--- src/rtl/mem_port_arbiter.sv ---
// mem_port_arbiter: shares one busywait-style memory between the instruction
// fetch port and the data port. Each granted request is latched for the
// whole transfer, ties alternate between the ports, and read data is
// returned only to the port that won.
module mem_port_arbiter #(
    parameter int ADDR_W = 6,
    parameter int DATA_W = 32
) (
    input  logic              CLK,
    input  logic              RESET,
    input  logic              i_read,
    input  logic [ADDR_W-1:0] i_address,
    output logic [DATA_W-1:0] i_readdata,
    output logic              i_busywait,
    input  logic              d_read,
    input  logic              d_write,
    input  logic [ADDR_W-1:0] d_address,
    input  logic [DATA_W-1:0] d_writedata,
    output logic [DATA_W-1:0] d_readdata,
    output logic              d_busywait,
    output logic              mem_read,
    output logic              mem_write,
    output logic [ADDR_W-1:0] mem_address,
    output logic [DATA_W-1:0] mem_writedata,
    input  logic [DATA_W-1:0] mem_readdata,
    input  logic              mem_busywait
);

    typedef enum logic [2:0] {IDLE, SERVE_I, SERVE_D, DONE_I, DONE_D} state_t;

    localparam logic GRANT_I = 1'b0;
    localparam logic GRANT_D = 1'b1;

    state_t            state_q, state_d;
    logic              last_grant_q, last_grant_d;
    logic [ADDR_W-1:0] addr_q, addr_d;
    logic [DATA_W-1:0] wdata_q, wdata_d;
    logic              op_write_q, op_write_d;
    logic [DATA_W-1:0] i_rdata_q, i_rdata_d;
    logic [DATA_W-1:0] d_rdata_q, d_rdata_d;

    logic i_req, d_req;
    logic grant_i, grant_d;

    assign i_req = i_read;
    // A simultaneous read and write on the data port is treated as a write.
    assign d_req = d_read | d_write;

    // Arbitration: a lone requester wins; on a tie the port not served last wins.
    always_comb begin
        grant_i = i_req && (!d_req || (last_grant_q == GRANT_D));
        grant_d = d_req && (!i_req || (last_grant_q == GRANT_I));
    end

    // State register.
    always_ff @(posedge CLK) begin
        // NOTE: clocked state uses non-blocking assignments so every flop
        // samples the pre-edge values, independent of statement order.
        if (RESET) begin
            state_q <= IDLE;
        end else begin
            state_q <= state_d;
        end
    end

    // Next-state logic: grants only leave IDLE, completion is the memory
    // dropping busywait, and DONE always lasts exactly one cycle.
    always_comb begin
        // NOTE: assigning a default before the case keeps every path
        // covered, so no latch is inferred when a branch leaves it untouched.
        state_d = state_q;
        case (state_q)
            IDLE: begin
                if (grant_i) begin
                    state_d = SERVE_I;
                end else if (grant_d) begin
                    state_d = SERVE_D;
                end
            end
            SERVE_I: if (!mem_busywait) state_d = DONE_I;
            SERVE_D: if (!mem_busywait) state_d = DONE_D;
            DONE_I:  state_d = IDLE;
            DONE_D:  state_d = IDLE;
            default: state_d = IDLE;
        endcase
    end

    // Datapath next values: latch the winner's request on grant and capture
    // read data into the winner's register on completion.
    always_comb begin
        last_grant_d = last_grant_q;
        addr_d       = addr_q;
        wdata_d      = wdata_q;
        op_write_d   = op_write_q;
        i_rdata_d    = i_rdata_q;
        d_rdata_d    = d_rdata_q;
        case (state_q)
            IDLE: begin
                if (grant_i) begin
                    addr_d       = i_address;
                    op_write_d   = 1'b0;
                    last_grant_d = GRANT_I;
                end else if (grant_d) begin
                    addr_d       = d_address;
                    wdata_d      = d_writedata;
                    op_write_d   = d_write;
                    last_grant_d = GRANT_D;
                end
            end
            SERVE_I: begin
                if (!mem_busywait) i_rdata_d = mem_readdata;
            end
            SERVE_D: begin
                if (!mem_busywait && !op_write_q) d_rdata_d = mem_readdata;
            end
            default: ;
        endcase
    end

    // Datapath registers; reset abandons any transfer in flight and hands
    // the next tie back to the instruction port.
    always_ff @(posedge CLK) begin
        if (RESET) begin
            last_grant_q <= GRANT_D;
            addr_q       <= '0;
            wdata_q      <= '0;
            op_write_q   <= 1'b0;
            i_rdata_q    <= '0;
            d_rdata_q    <= '0;
        end else begin
            last_grant_q <= last_grant_d;
            addr_q       <= addr_d;
            wdata_q      <= wdata_d;
            op_write_q   <= op_write_d;
            i_rdata_q    <= i_rdata_d;
            d_rdata_q    <= d_rdata_d;
        end
    end

    // Outputs: strobes decode registered state only; a port stalls whenever
    // it requests, except in its own DONE cycle.
    always_comb begin
        mem_read  = 1'b0;
        mem_write = 1'b0;
        case (state_q)
            SERVE_I: mem_read = 1'b1;
            SERVE_D: begin
                mem_read  = !op_write_q;
                mem_write = op_write_q;
            end
            default: ;
        endcase
        i_busywait = i_req && (state_q != DONE_I);
        d_busywait = d_req && (state_q != DONE_D);
    end

    assign mem_address   = addr_q;
    assign mem_writedata = wdata_q;
    assign i_readdata    = i_rdata_q;
    assign d_readdata    = d_rdata_q;

endmodule

--- config.mk ---
export PLATFORM = sky130hd
export DESIGN_NAME = mem_port_arbiter
export DESIGN_NICKNAME = d
export VERILOG_FILES = /design/src/rtl/mem_port_arbiter.sv
export SDC_FILE = /design/constraint.sdc
export NUM_CORES = 1
export LEC_CHECK = 0
export CAP_MARGIN = 10
export CORE_MARGIN = 4
export CORE_UTILIZATION = 35
export CTS_BUF_LIST = sky130_fd_sc_hd__clkbuf_16
export CTS_CLUSTER_DIAMETER = 100
export DETAILED_ROUTE_END_ITERATION = 10
export PLACE_DENSITY = 0.68
export SLEW_MARGIN = 40
export SYNTH_ARGS = -nofsm -noshare
export SYNTH_HDL_FRONTEND = slang
export SYNTH_SLANG_ARGS = --single-unit
--- constraint.sdc ---
create_clock -name CLK -period 3.4 [get_ports CLK]
set_clock_uncertainty 0.2 [all_clocks]
set_input_delay 0.85 -clock CLK [delete_from_list [all_inputs] [get_ports CLK]]
set_output_delay 0.85 -clock CLK [all_outputs]
set_load 0.05 [all_outputs]
Word level (Yosys, flattened, before mapping) --
Cells that the tools add are included.
Cells by class: bitwise logic cells 4, multiplexer cells 13, equality and inequality tests 7, reductions and logical operators 18
Operators by type and width (count):
- 3-bit 2-to-1 mux | 4
- 6-bit 2-to-1 mux | 2
- 3-bit case mux with 3 select lines | 1
- 3-bit != test (second input constant) | 2
- 2-bit AND reduction | 3
- 3-bit AND reduction | 2
- 1-bit logical AND | 5
- 1-bit 2-to-1 mux | 5
- 1-bit zero test | 4
- 2-bit != test (second input constant) | 2
- 3-bit by 1-bit equality test with 1-bit output (second input constant) | 1
- 3-bit by 2-bit equality test with 1-bit output (second input constant) | 1
- 3-bit zero test | 1
- 3-bit by 2-bit != test with 1-bit output (second input constant) | 1
- 1-bit inverter | 3
- 1-bit logical OR | 2
- 1-bit case mux with 2 select lines | 1
- 2-bit nonzero test | 1
- 1-bit bitwise OR | 1
Word-level totals: register bits 107, bits of input ports 82, output and inout bits 106

Depth between registers and ports, before layout --
word-level depth 6, gate-level depth with buffers 6

Least setup slack after synthesis --
Ideal clock, no wire load.
path kind in2out, start input i_read, end output i_busywait, stages on the path 3, data required time 2.350 ns, arrival time 2.054 ns, path buffers 1, slack 0.296 ns, cells stage by stage clkbuf_1 inv_1 a31oi_1
Between the ends: word-level cells in the longest chain between the ends 1
Ends and longest elaborated chain:
- from (decl) | RTL line 11 | input logic i_read,
- 1-bit logical AND | RTL line 153 | i_busywait = i_req && (state_q != DONE_I);
- to (decl) | RTL line 14 | output logic i_busywait,
No other way between the ends.

Worst setup path after layout --
start input d_write, end output d_busywait
Between the ends: word-level cells in the longest chain between the ends 2
Ends and longest elaborated chain:
- from (decl) | RTL line 16 | input logic d_write,
- 1-bit bitwise OR | RTL line 47 | assign d_req = d_read | d_write;
- 1-bit logical AND | RTL line 154 | d_busywait = d_req && (state_q != DONE_D);
- to (decl) | RTL line 20 | output logic d_busywait,
No other way between the ends.

==> out/metrics.yaml <==
switchingPower_w: 0.00126
crit_path_top_delay_cell: "clkdlybuf4s50_1"
worstMarginPinSlew_ns: 0.616
fp.coreArea_um2: 12100
setup_slack_ns: 0.361
ir_worst_vdd_v: 0.000333
ios: 188
syn2layout_area_growth_pct: 52.2
critPathBufInv: 2
grt_pass1_wl_um: 20800
yosysUniqueCellTypes: 30
switching_share_pct: 33.9
share_comb_of_total_power_pct: 32.2
htreeDepth: 3
period_needed_ns: 3.04
port_buffers: 187
grt_overflow: 0
cts_tree: "yes"
p_leak_nw: 2.30
die_area_um2: 14400
relSlewSlack_pct: 58.9
cts_sinks: 107
cts_resized: 0
nFillCells: 1117
die_h_um: 120
worstPathCellList: "clkdlybuf4s50_1 > nor2_1 > a21oi_1 > buf_12"
min_period_over_period_pct: 89.4
status: "complete, no violations"
critPathMaxFanout: 6
hold_viol: 0
postCtsSetupBuffers: 0
cts_root_buf: "clkbuf_16"
nNetsFinal: 747
synth-main-ff-cell: "dfxtp_1"
ys_seq_elements: 107
numCtsBuffers: 9
first_iter_violations: 239
synth-edff-count: 0
synthArstFlopShare_pct: 0
yosys_warnings: 0
drive_above_1_share_pct: 5.55
rsz0062_at_grt: "false"
synth_fp_nets: 582
clock_latency_ns: 0.34
netlist_instances: 500
grt_antenna_before_repair: 0
grt_pass1_vias: 4134
multi_input_area_um2: 2020
drc: 0
endpoint_kind: "primary output"
clkTransAtPathRegs_ns: 0.07
wl_per_cell_um: 15.6
antenna_cells: 0
fmax_mhz: 329
wl_um: 13100
setup_viol_count_final: 0
place_hpwl_um: 9190
p_seq_share_pct: 39.1
p_per_area_nw_per_um2: 557
hold_path.class: "reg2reg"
slew_viol_final: 0
grt_usage_pct: 17.9
power.share.clock_pct: 28.6
grt_start_max_net_pins: 106
globalplace.congestion: 0.817
slowest_delay_ns: 0.59
critPathRequiredTime_ns: 2.35
p_int_w: 0.00245
fp.dieW_um: 120
cp_top_family: "buffers and inverters"
syn_area_um2: 4380
cap_violations: 0
ant_nets: 0
cts_buffer_depth: 2
vias: 4151
ys_seq_area_share_pct: 49.0
crit_type: "in2out"
tns_ns: 0
firstDrtPassIters: 4
fp-row-count: 40
regArea_um2: 2140
cp-start-kind: "input port"
cp.arrival_ns: 1.99
vias_per_cell: 4.97
syn_avg_cell_area_um2: 8.75
start_util_pct: 36.1
cts_hold_buf: 0
pre_cts_ws_ns: 0.388
[sequential cells by signal, indices dropped and copies added, names as in the netlist]
register and count:
state_q 3, mem_writedata 32, d_readdata 32, i_readdata 32
op_write_q 1, last_grant_q 1, mem_address 6
[metal layers]
metal | share of wire (%) | wire length, µm | GRT usage (%) | vias up
li1 | - | - | - | 2034
met3 | 7.9 | 1030 | 7.02 | 17
met4 | 1.7 | 218 | 5.44 | 0
met2 | 47 | 6110 | 29.8 | 149
met1 | 44 | 5710 | 21.4 | 1951
met5 | 0 | 0 | 0 | -
[kinds of logic after synthesis]
family	after synthesis	share of synthesized area (%)
simple gates	191	23.0
flops	107	49.0
buf+inv	45	5.63
compound gates	125	15.1
mux	32	7.32
[cell usage in the layout, fill, tap and decap left out, drive strengths merged]
cell	instances
a21oi	74
a311oi	6
a31oi	1
and2	1
buf	15
bufinv	2
clkbuf	9
clkdlybuf4s50	182
clkinv	2
dfxtp	107
inv	2
mux2i	32
nand2	65
nand2b	65
nand3	39
nand3b	3
nor2	5
nor3	3
nor3b	2
nor4	1
nor4b	1
o21ai	41
o21ba	1
o21bai	1
o2bb2ai	1
or2	1
or3	2
or3b	2
or4b	1
[synthesized netlist by cell type, types with 5 or more instances]
master	instances	area, µm²
a21oi_1	74	370
buf_2	11	55.1
nand3_1	39	195
nand2b_1	65	407
clkbuf_1	26	97.6
nand2_1	65	244
nor2_1	5	18.8
mux2i_1	32	320
o21ai_0	41	205
dfxtp_1	107	2140
a311oi_1	6	52.6
[tightest hold or removal path: stages (launching register included)]
cell	delay, ns
dfxtp_1	0.31
nand2_1	0.05
a21oi_1	0.05
[power by group through the flow]
stage	combinational (W)	sequential [W]	clock, W
6_report	0.00119	0.00145	0.00106
5_1_grt	0.00126	0.00147	0.00114
4_1_cts	0.00120	0.00145	0.00110
3_5_place_dp	0.00120	0.00148	0
3_3_place_gp	0.00119	0.00147	0
2_1_floorplan	0.000427	0.00183	0
[path summary, 6_finish.rpt]
path | from | endpoint | slack [ns] | depth (start not counted)
max reg2reg | state_q[1] | d_readdata[28] | 1.32 | 3
max | d_write | d_busywait | 0.36 | 4
min | i_readdata[17] | i_readdata[17] | 0.26 | 2
min reg2reg | i_readdata[17] | i_readdata[17] | 0.26 | 2
[through the flow]
step | power [W] | area, µm² | hold slack (ns) | utilization, % | std cells
4_1_cts | 0.00375 | 6650 | 0.255 | 54.9 | 835
2_1_floorplan | 0.00226 | 4380 | 0.275 | - | 500
3_3_place_gp | 0.00266 | 6350 | 0.243 | 52.5 | 822
6_report | 0.00371 | 6660 | 0.256 | 55.0 | 835
3_5_place_dp | 0.00267 | 6350 | 0.247 | 52.5 | 822
5_1_grt | 0.00387 | 6660 | 0.277 | 55.0 | 835
[layout make-up]
type / instances / area share, %
repair buffers: 197 / 29.9
well taps: 168 / 3.16
flip-flops and latches: 107 / 32.2
clock buffers: 9 / 3.38
inverters: 2 / 0.113
clock inverters: 4 / 1.03
multi-input cells: 348 / 30.3
Note: power is estimated with default switching activity, not from simulation.
